**src/rtl/md_pkg.sv**
```systemverilog
// Shared encodings for the mult/div issue controller: E-stage op codes,
// MulDivUnit op codes and the issue FSM state type.
package md_pkg;

  localparam int MD_DATA_W = 32;

  localparam logic [3:0] MD_NONE  = 4'd0;
  localparam logic [3:0] MD_MULT  = 4'd1;
  localparam logic [3:0] MD_MULTU = 4'd2;
  localparam logic [3:0] MD_DIV   = 4'd3;
  localparam logic [3:0] MD_DIVU  = 4'd4;
  localparam logic [3:0] MD_MFHI  = 4'd5;
  localparam logic [3:0] MD_MFLO  = 4'd6;
  localparam logic [3:0] MD_MTHI  = 4'd7;
  localparam logic [3:0] MD_MTLO  = 4'd8;

  localparam logic [1:0] MD_UNIT_NONE = 2'd0;
  localparam logic [1:0] MD_UNIT_MUL  = 2'd1;
  localparam logic [1:0] MD_UNIT_DIV  = 2'd2;

  typedef enum logic [1:0] {
    ST_IDLE  = 2'd0,
    ST_ISSUE = 2'd1,
    ST_WAIT  = 2'd2
  } md_state_t;

  function automatic logic is_md_arith(input logic [3:0] op);
    return (op == MD_MULT) || (op == MD_MULTU) || (op == MD_DIV) || (op == MD_DIVU);
  endfunction

  function automatic logic is_md_div(input logic [3:0] op);
    return (op == MD_DIV) || (op == MD_DIVU);
  endfunction

endpackage

```
**src/rtl/hilo_regfile.sv**
```systemverilog
// Architectural HI/LO storage: unit writeback or MT* write port, and the
// combinational MFHI/MFLO read mux.
module hilo_regfile
  import md_pkg::*;
#(
  parameter int DATA_W = MD_DATA_W
) (
  input  logic              clock,
  input  logic              reset,
  input  logic              wb_en,
  input  logic [DATA_W-1:0] wb_lo,
  input  logic [DATA_W-1:0] wb_hi,
  input  logic              mt_hi,
  input  logic              mt_lo,
  input  logic [DATA_W-1:0] mt_data,
  input  logic [3:0]        rd_op,
  output logic [DATA_W-1:0] rd_data
);

  logic [DATA_W-1:0] hi_r;
  logic [DATA_W-1:0] lo_r;

  // Writeback only happens in WAIT and MT* only in IDLE, so they never collide
  always_ff @(posedge clock or posedge reset) begin
    if (reset) begin
      hi_r <= {DATA_W{1'b0}};
      lo_r <= {DATA_W{1'b0}};
    end else if (wb_en) begin
      hi_r <= wb_hi;
      lo_r <= wb_lo;
    end else if (mt_hi) begin
      hi_r <= mt_data;
    end else if (mt_lo) begin
      lo_r <= mt_data;
    end else begin
      hi_r <= hi_r;
      lo_r <= lo_r;
    end
  end

  // MF read mux
  always_comb begin
    rd_data = {DATA_W{1'b0}};
    case (rd_op)
      MD_MFHI: rd_data = hi_r;
      MD_MFLO: rd_data = lo_r;
      default: rd_data = {DATA_W{1'b0}};
    endcase
  end

endmodule

```
**src/rtl/muldiv_issue_ctrl.sv**
```systemverilog
// E-stage to MulDivUnit issue controller: decodes mult/div/HI/LO ops,
// runs the unit handshake and stalls the pipeline while an op is in flight.
module muldiv_issue_ctrl
  import md_pkg::*;
#(
  parameter int DATA_W = MD_DATA_W
) (
  input  logic              clock,
  input  logic              reset,
  input  logic              e_valid,
  input  logic [3:0]        e_op,
  input  logic              e_flush,
  input  logic [DATA_W-1:0] e_rs,
  input  logic [DATA_W-1:0] e_rt,
  output logic              e_stall,
  output logic [DATA_W-1:0] e_rd,
  output logic [DATA_W-1:0] md_src0,
  output logic [DATA_W-1:0] md_src1,
  output logic [1:0]        md_op,
  output logic              md_sign,
  output logic              md_in_valid,
  input  logic              md_in_ready,
  input  logic              md_out_valid,
  output logic              md_out_ready,
  input  logic [DATA_W-1:0] md_res0,
  input  logic [DATA_W-1:0] md_res1
);

  md_state_t         state_r;
  md_state_t         state_nxt;
  logic              done_r;
  logic [DATA_W-1:0] src0_r;
  logic [DATA_W-1:0] src1_r;
  logic [1:0]        op_r;
  logic              sign_r;
  logic              e_live;
  logic              div_zero;
  logic              start;
  logic              wb_en;
  logic              mt_hi;
  logic              mt_lo;

  // Decode of the presented op. done_r marks the first IDLE cycle after a
  // writeback: the E-stage still shows the op that just completed, so it
  // must not be accepted a second time.
  always_comb begin
    e_live   = e_valid && !e_flush && (state_r == ST_IDLE);
    div_zero = is_md_div(e_op) && (e_rt == {DATA_W{1'b0}});
    start    = e_live && is_md_arith(e_op) && !div_zero && !done_r;
    mt_hi    = e_live && (e_op == MD_MTHI);
    mt_lo    = e_live && (e_op == MD_MTLO);
  end

  // Next-state and handshake outputs
  always_comb begin
    state_nxt    = state_r;
    wb_en        = 1'b0;
    md_in_valid  = 1'b0;
    md_out_ready = 1'b0;
    case (state_r)
      ST_IDLE: begin
        if (start) begin
          state_nxt = ST_ISSUE;
        end else begin
          state_nxt = ST_IDLE;
        end
      end
      ST_ISSUE: begin
        md_in_valid = 1'b1;
        if (md_in_ready) begin
          state_nxt = ST_WAIT;
        end else begin
          state_nxt = ST_ISSUE;
        end
      end
      ST_WAIT: begin
        md_out_ready = 1'b1;
        if (md_out_valid) begin
          wb_en     = 1'b1;
          state_nxt = ST_IDLE;
        end else begin
          state_nxt = ST_WAIT;
        end
      end
      default: begin
        state_nxt = ST_IDLE;
      end
    endcase
    e_stall = (state_r != ST_IDLE) || start;
  end

  // State, completion flag and operand latch. op_r is held through WAIT
  // because the unit selects its result using the live op.
  always_ff @(posedge clock or posedge reset) begin
    if (reset) begin
      state_r <= ST_IDLE;
      done_r  <= 1'b0;
      src0_r  <= {DATA_W{1'b0}};
      src1_r  <= {DATA_W{1'b0}};
      op_r    <= MD_UNIT_NONE;
      sign_r  <= 1'b0;
    end else begin
      state_r <= state_nxt;
      done_r  <= wb_en;
      if (start) begin
        src0_r <= e_rs;
        src1_r <= e_rt;
        op_r   <= is_md_div(e_op) ? MD_UNIT_DIV : MD_UNIT_MUL;
        sign_r <= (e_op == MD_MULT) || (e_op == MD_DIV);
      end else if (wb_en) begin
        op_r   <= MD_UNIT_NONE;
      end else begin
        op_r   <= op_r;
      end
    end
  end

  assign md_src0 = src0_r;
  assign md_src1 = src1_r;
  assign md_op   = op_r;
  assign md_sign = sign_r;

  hilo_regfile #(
    .DATA_W(DATA_W)
  ) u_hilo (
    .clock   (clock),
    .reset   (reset),
    .wb_en   (wb_en),
    .wb_lo   (md_res0),
    .wb_hi   (md_res1),
    .mt_hi   (mt_hi),
    .mt_lo   (mt_lo),
    .mt_data (e_rs),
    .rd_op   (e_op),
    .rd_data (e_rd)
  );

endmodule

```
**config.mk**
```make
export PLATFORM = sky130hd
export DESIGN_NAME = muldiv_issue_ctrl
export DESIGN_NICKNAME = d
export VERILOG_FILES = /design/src/rtl/md_pkg.sv /design/src/rtl/hilo_regfile.sv /design/src/rtl/muldiv_issue_ctrl.sv
export SDC_FILE = /design/constraint.sdc
export NUM_CORES = 1
export LEC_CHECK = 0
export ABC_AREA = 1
export CAP_MARGIN = 0
export CELL_PAD_IN_SITES_DETAIL_PLACEMENT = 0
export CELL_PAD_IN_SITES_GLOBAL_PLACEMENT = 2
export CORE_MARGIN = 3
export CORE_UTILIZATION = 26
export DETAILED_ROUTE_END_ITERATION = 10
export GPL_ROUTABILITY_DRIVEN = 0
export GPL_TIMING_DRIVEN = 0
export PLACE_DENSITY_LB_ADDON = 0.1
export SLEW_MARGIN = 5
export SYNTH_ARGS = -nofsm -noshare
export SYNTH_HDL_FRONTEND = slang
export SYNTH_SLANG_ARGS = --single-unit
```
**constraint.sdc**
```tcl
create_clock -name clock -period 13.26 [get_ports clock]
set_input_delay 1.989 -clock clock [delete_from_list [all_inputs] [get_ports clock]]
set_output_delay 1.989 -clock clock [all_outputs]
set_load 0.1 [all_outputs]
```
==> results.txt <==
status: complete, no violations
CTS hold repair buffers: 0
Root Driver: clkbuf_16
# resized after CTS: 0
R2R cell count: 7
H-tree levels: 4
Die X: 162 µm
Final period util: 52.0%
Clk pwr share: 24.5%
PnR Total Power: 2.05 mW
Synth top area share: 53.3%
worst r2r dst: u_hilo.lo_r[25]
CP Data Required Time: 11.27 ns
vias in the first global route: 6628
detailed-route vias per instance: 4.51
Ys Warns: 0
Initial DRC Count: 371
Hold Crit Start: md_src0[5]
PwrDens: 211 mW/mm²
top cells by area, synth: dfrtp_1 53%, nand2_1 19%, nand3_1 8.0%, o21ai_0 4.0%, nor2_1 3.4%
DRT antenna net count: 0
cts bufs inserted: 17
clk buf depth: 2
switching power: 938 µW
Worst slew margin: 28.6%
initial core utilization: 26.6%
worst hold path stage count: 2
Fillers: 2490
nature of the critical path startpoint: primary input
TNS Setup: 0 ns
drt total wl: 25.0 mm
CORE AREA: 0.0236 mm²
Seq/Total Area, Yosys: 53.3%
Post-CTS Setup Bufs: 0
Post-Syn Nets: 942
io pins: 240
CP Capture Type: primary output
largest net degree at the start of global routing: 77
Area Growth Syn to Fin: 54.8%
ratio of cells with drive above 1 in the final layout: 7.16%
Power Internal: 1.11 mW
Total GRT Usage: 19.3%
Pre-antenna DRT Iters: 4
drt drc: 0
Clock Pin Slew Worst Setup and Hold Paths: 0.05 ns
Tmin final: 6.89 ns
Worst-Margin Slew: 1.07 ns
crit-path max FO: 10
Yosys reg bits: 134
Rows: 56
antenna violations before repair: 0
nets@finish: 1201
RSZ-0062 raised after global routing: no
Crit Path Class: in -> out
DR vias: 6280
placed cell count: 1363
port buffer count: 239
antenna cell count: 0
logic gate share of total power: 44.5%
wire per inst: 17.9 µm
fmax: 0.145 GHz
Final Hold Violating Endpoints: 0
Cells after Synth: 804
area leader, netlist: dfrtp_1
hold slack: 0.467 ns
maximum VDD drop: 104 µV
CP Data Arrival Time: 4.90 ns
Worst-Skew Late Latency: 0.41 ns
reg2reg start: state_r[0]
Post-Route Skew: 0.00927 ns
first-pass GRT wire length: 38.8 mm
r2r setup slk: 11.13 ns
P_leak: 4.40 nW
die area: 0.0261 mm²
Hold Path Class: reg -> reg
count of different cell masters after synthesis: 21
Die Y: 162 µm
Cell Area, Synth: 0.00629 mm²
max-slew violations: 0
clk sinks: 134
Worst Hold Path EP: md_src0[5]
final setup fails: 0
HPWL Detailed: 18.2 mm
fin cells: 1394
CTS tree: done
sequential share of power: 31.0%
Congestion Overflow GR: 0
Max-Cap Viols: 0
Post-Syn Area per Cell: 7.82 µm²
Sw Share: 45.8%
[placed cells by master, fill, tap and decap left out]
master / synthesis / routed
buf_2: 26 / 26
dfrtp_1: 134 / 134
inv_6: 0 / 1
inv_2: 2 / 2
buf_4: 6 / 6
clkinv_4: 0 / 1
o21ai_2: 1 / 1
clkbuf_1: 14 / 15
o21ai_0: 50 / 50
inv_1: 41 / 40
nand2_1: 310 / 310
nor2_4: 1 / 1
a31oi_1: 32 / 32
o21ai_1: 15 / 15
buf_16: 0 / 1
clkbuf_16: 0 / 17
o31ai_1: 2 / 2
clkinv_2: 0 / 1
nor2_2: 1 / 1
clkdlybuf4s50_1: 0 / 239
nor2_1: 57 / 57
buf_6: 5 / 5
a21oi_2: 1 / 1
clkinvlp_4: 0 / 6
clkbuf_8: 0 / 1
buf_1: 1 / 1
nand2_2: 2 / 2
bufinv_16: 0 / 4
nand4_1: 3 / 3
nand3_1: 100 / 100
[cell families after synthesis]
family	synth area share (%)
AND/OR/NAND/NOR	30.6
buffers and inverters	7.14
AO/OA/AOI/OAI	8.88
flip-flops	53.3
[synthesized netlist by cell type (all sizes together)]
library cell	instances
o21ai	66
dfrtp	134
buf	38
o31ai	2
inv	43
nand2	312
nand3	100
nor2	59
nand4	3
clkbuf	14
a31oi	32
a21oi	1
[power groups by stage]
| stage | clock network [mW] | logic [mW] | registers (mW) |
|---|---|---|---|
| 2_1_floorplan | 0 | 0.242 | 1.06 |
| 3_3_place_gp | 0 | 0.915 | 0.638 |
| 3_5_place_dp | 0 | 0.919 | 0.639 |
| 4_1_cts | 0.518 | 0.921 | 0.635 |
| 5_1_grt | 0.532 | 0.968 | 0.651 |
| 6_report | 0.502 | 0.912 | 0.634 |
[per-stage QoR]
stage	setup slack [ns]	utilization, %	cell area [µm²]
2_1_floorplan	6.68	-	6290
3_3_place_gp	5.26	38.4	9080
3_5_place_dp	6.36	38.6	9110
4_1_cts	6.36	41.2	9730
5_1_grt	6.16	41.2	9730
6_report	6.37	41.2	9730
[metal layers]
layer	up-vias	routed length [µm]	track usage [%]
li1	3110	-	-
met1	2990	11100	24.9
met4	0	124	4.30
met5	-	0	0
met2	169	11800	31.9
met3	11	1930	6.10
[area by class of cell]
cell class	count	area, µm²	share of cell area (%)
flip-flops and latches	134	3350	34.5
multi-input cells	575	2480	25.5
repair buffers	240	2420	24.9
clock buffers	19	443	4.55
well taps	319	399	4.10
plain buffers	52	288	2.96
clock inverters	12	179	1.84
inverters	43	166	1.71
[state kept, by name, indices dropped and copies added (netlist names)]
signal and cells:
md_src1 32, md_sign 1, state_r 2, u_hilo.hi_r 32
done_r 1, md_op 2, u_hilo.lo_r 32, md_src0 32
[worst max-delay path by stage]
stage	startpoint	end	slack (ns)	depth (start not counted)
6_report	e_op[0]	e_rd[9]	6.37	7
4_1_cts	e_op[0]	e_rd[31]	6.36	7
3_3_place_gp	reset	u_hilo.lo_r[6]	5.26	2
3_5_place_dp	e_op[0]	e_rd[31]	6.36	7
5_1_grt	e_op[0]	e_rd[30]	6.16	7
2_1_floorplan	e_op[2]	e_rd[0]	6.68	5
[critical path: stages]
cell             delay [ns]
clkdlybuf4s50_1        0.53
inv_1                  0.07
nor2_1                 0.29
clkbuf_1               0.54
nand3_1                0.15
o21ai_0                0.11
clkdlybuf4s50_1        1.20
(Power assumes the default switching activity.)
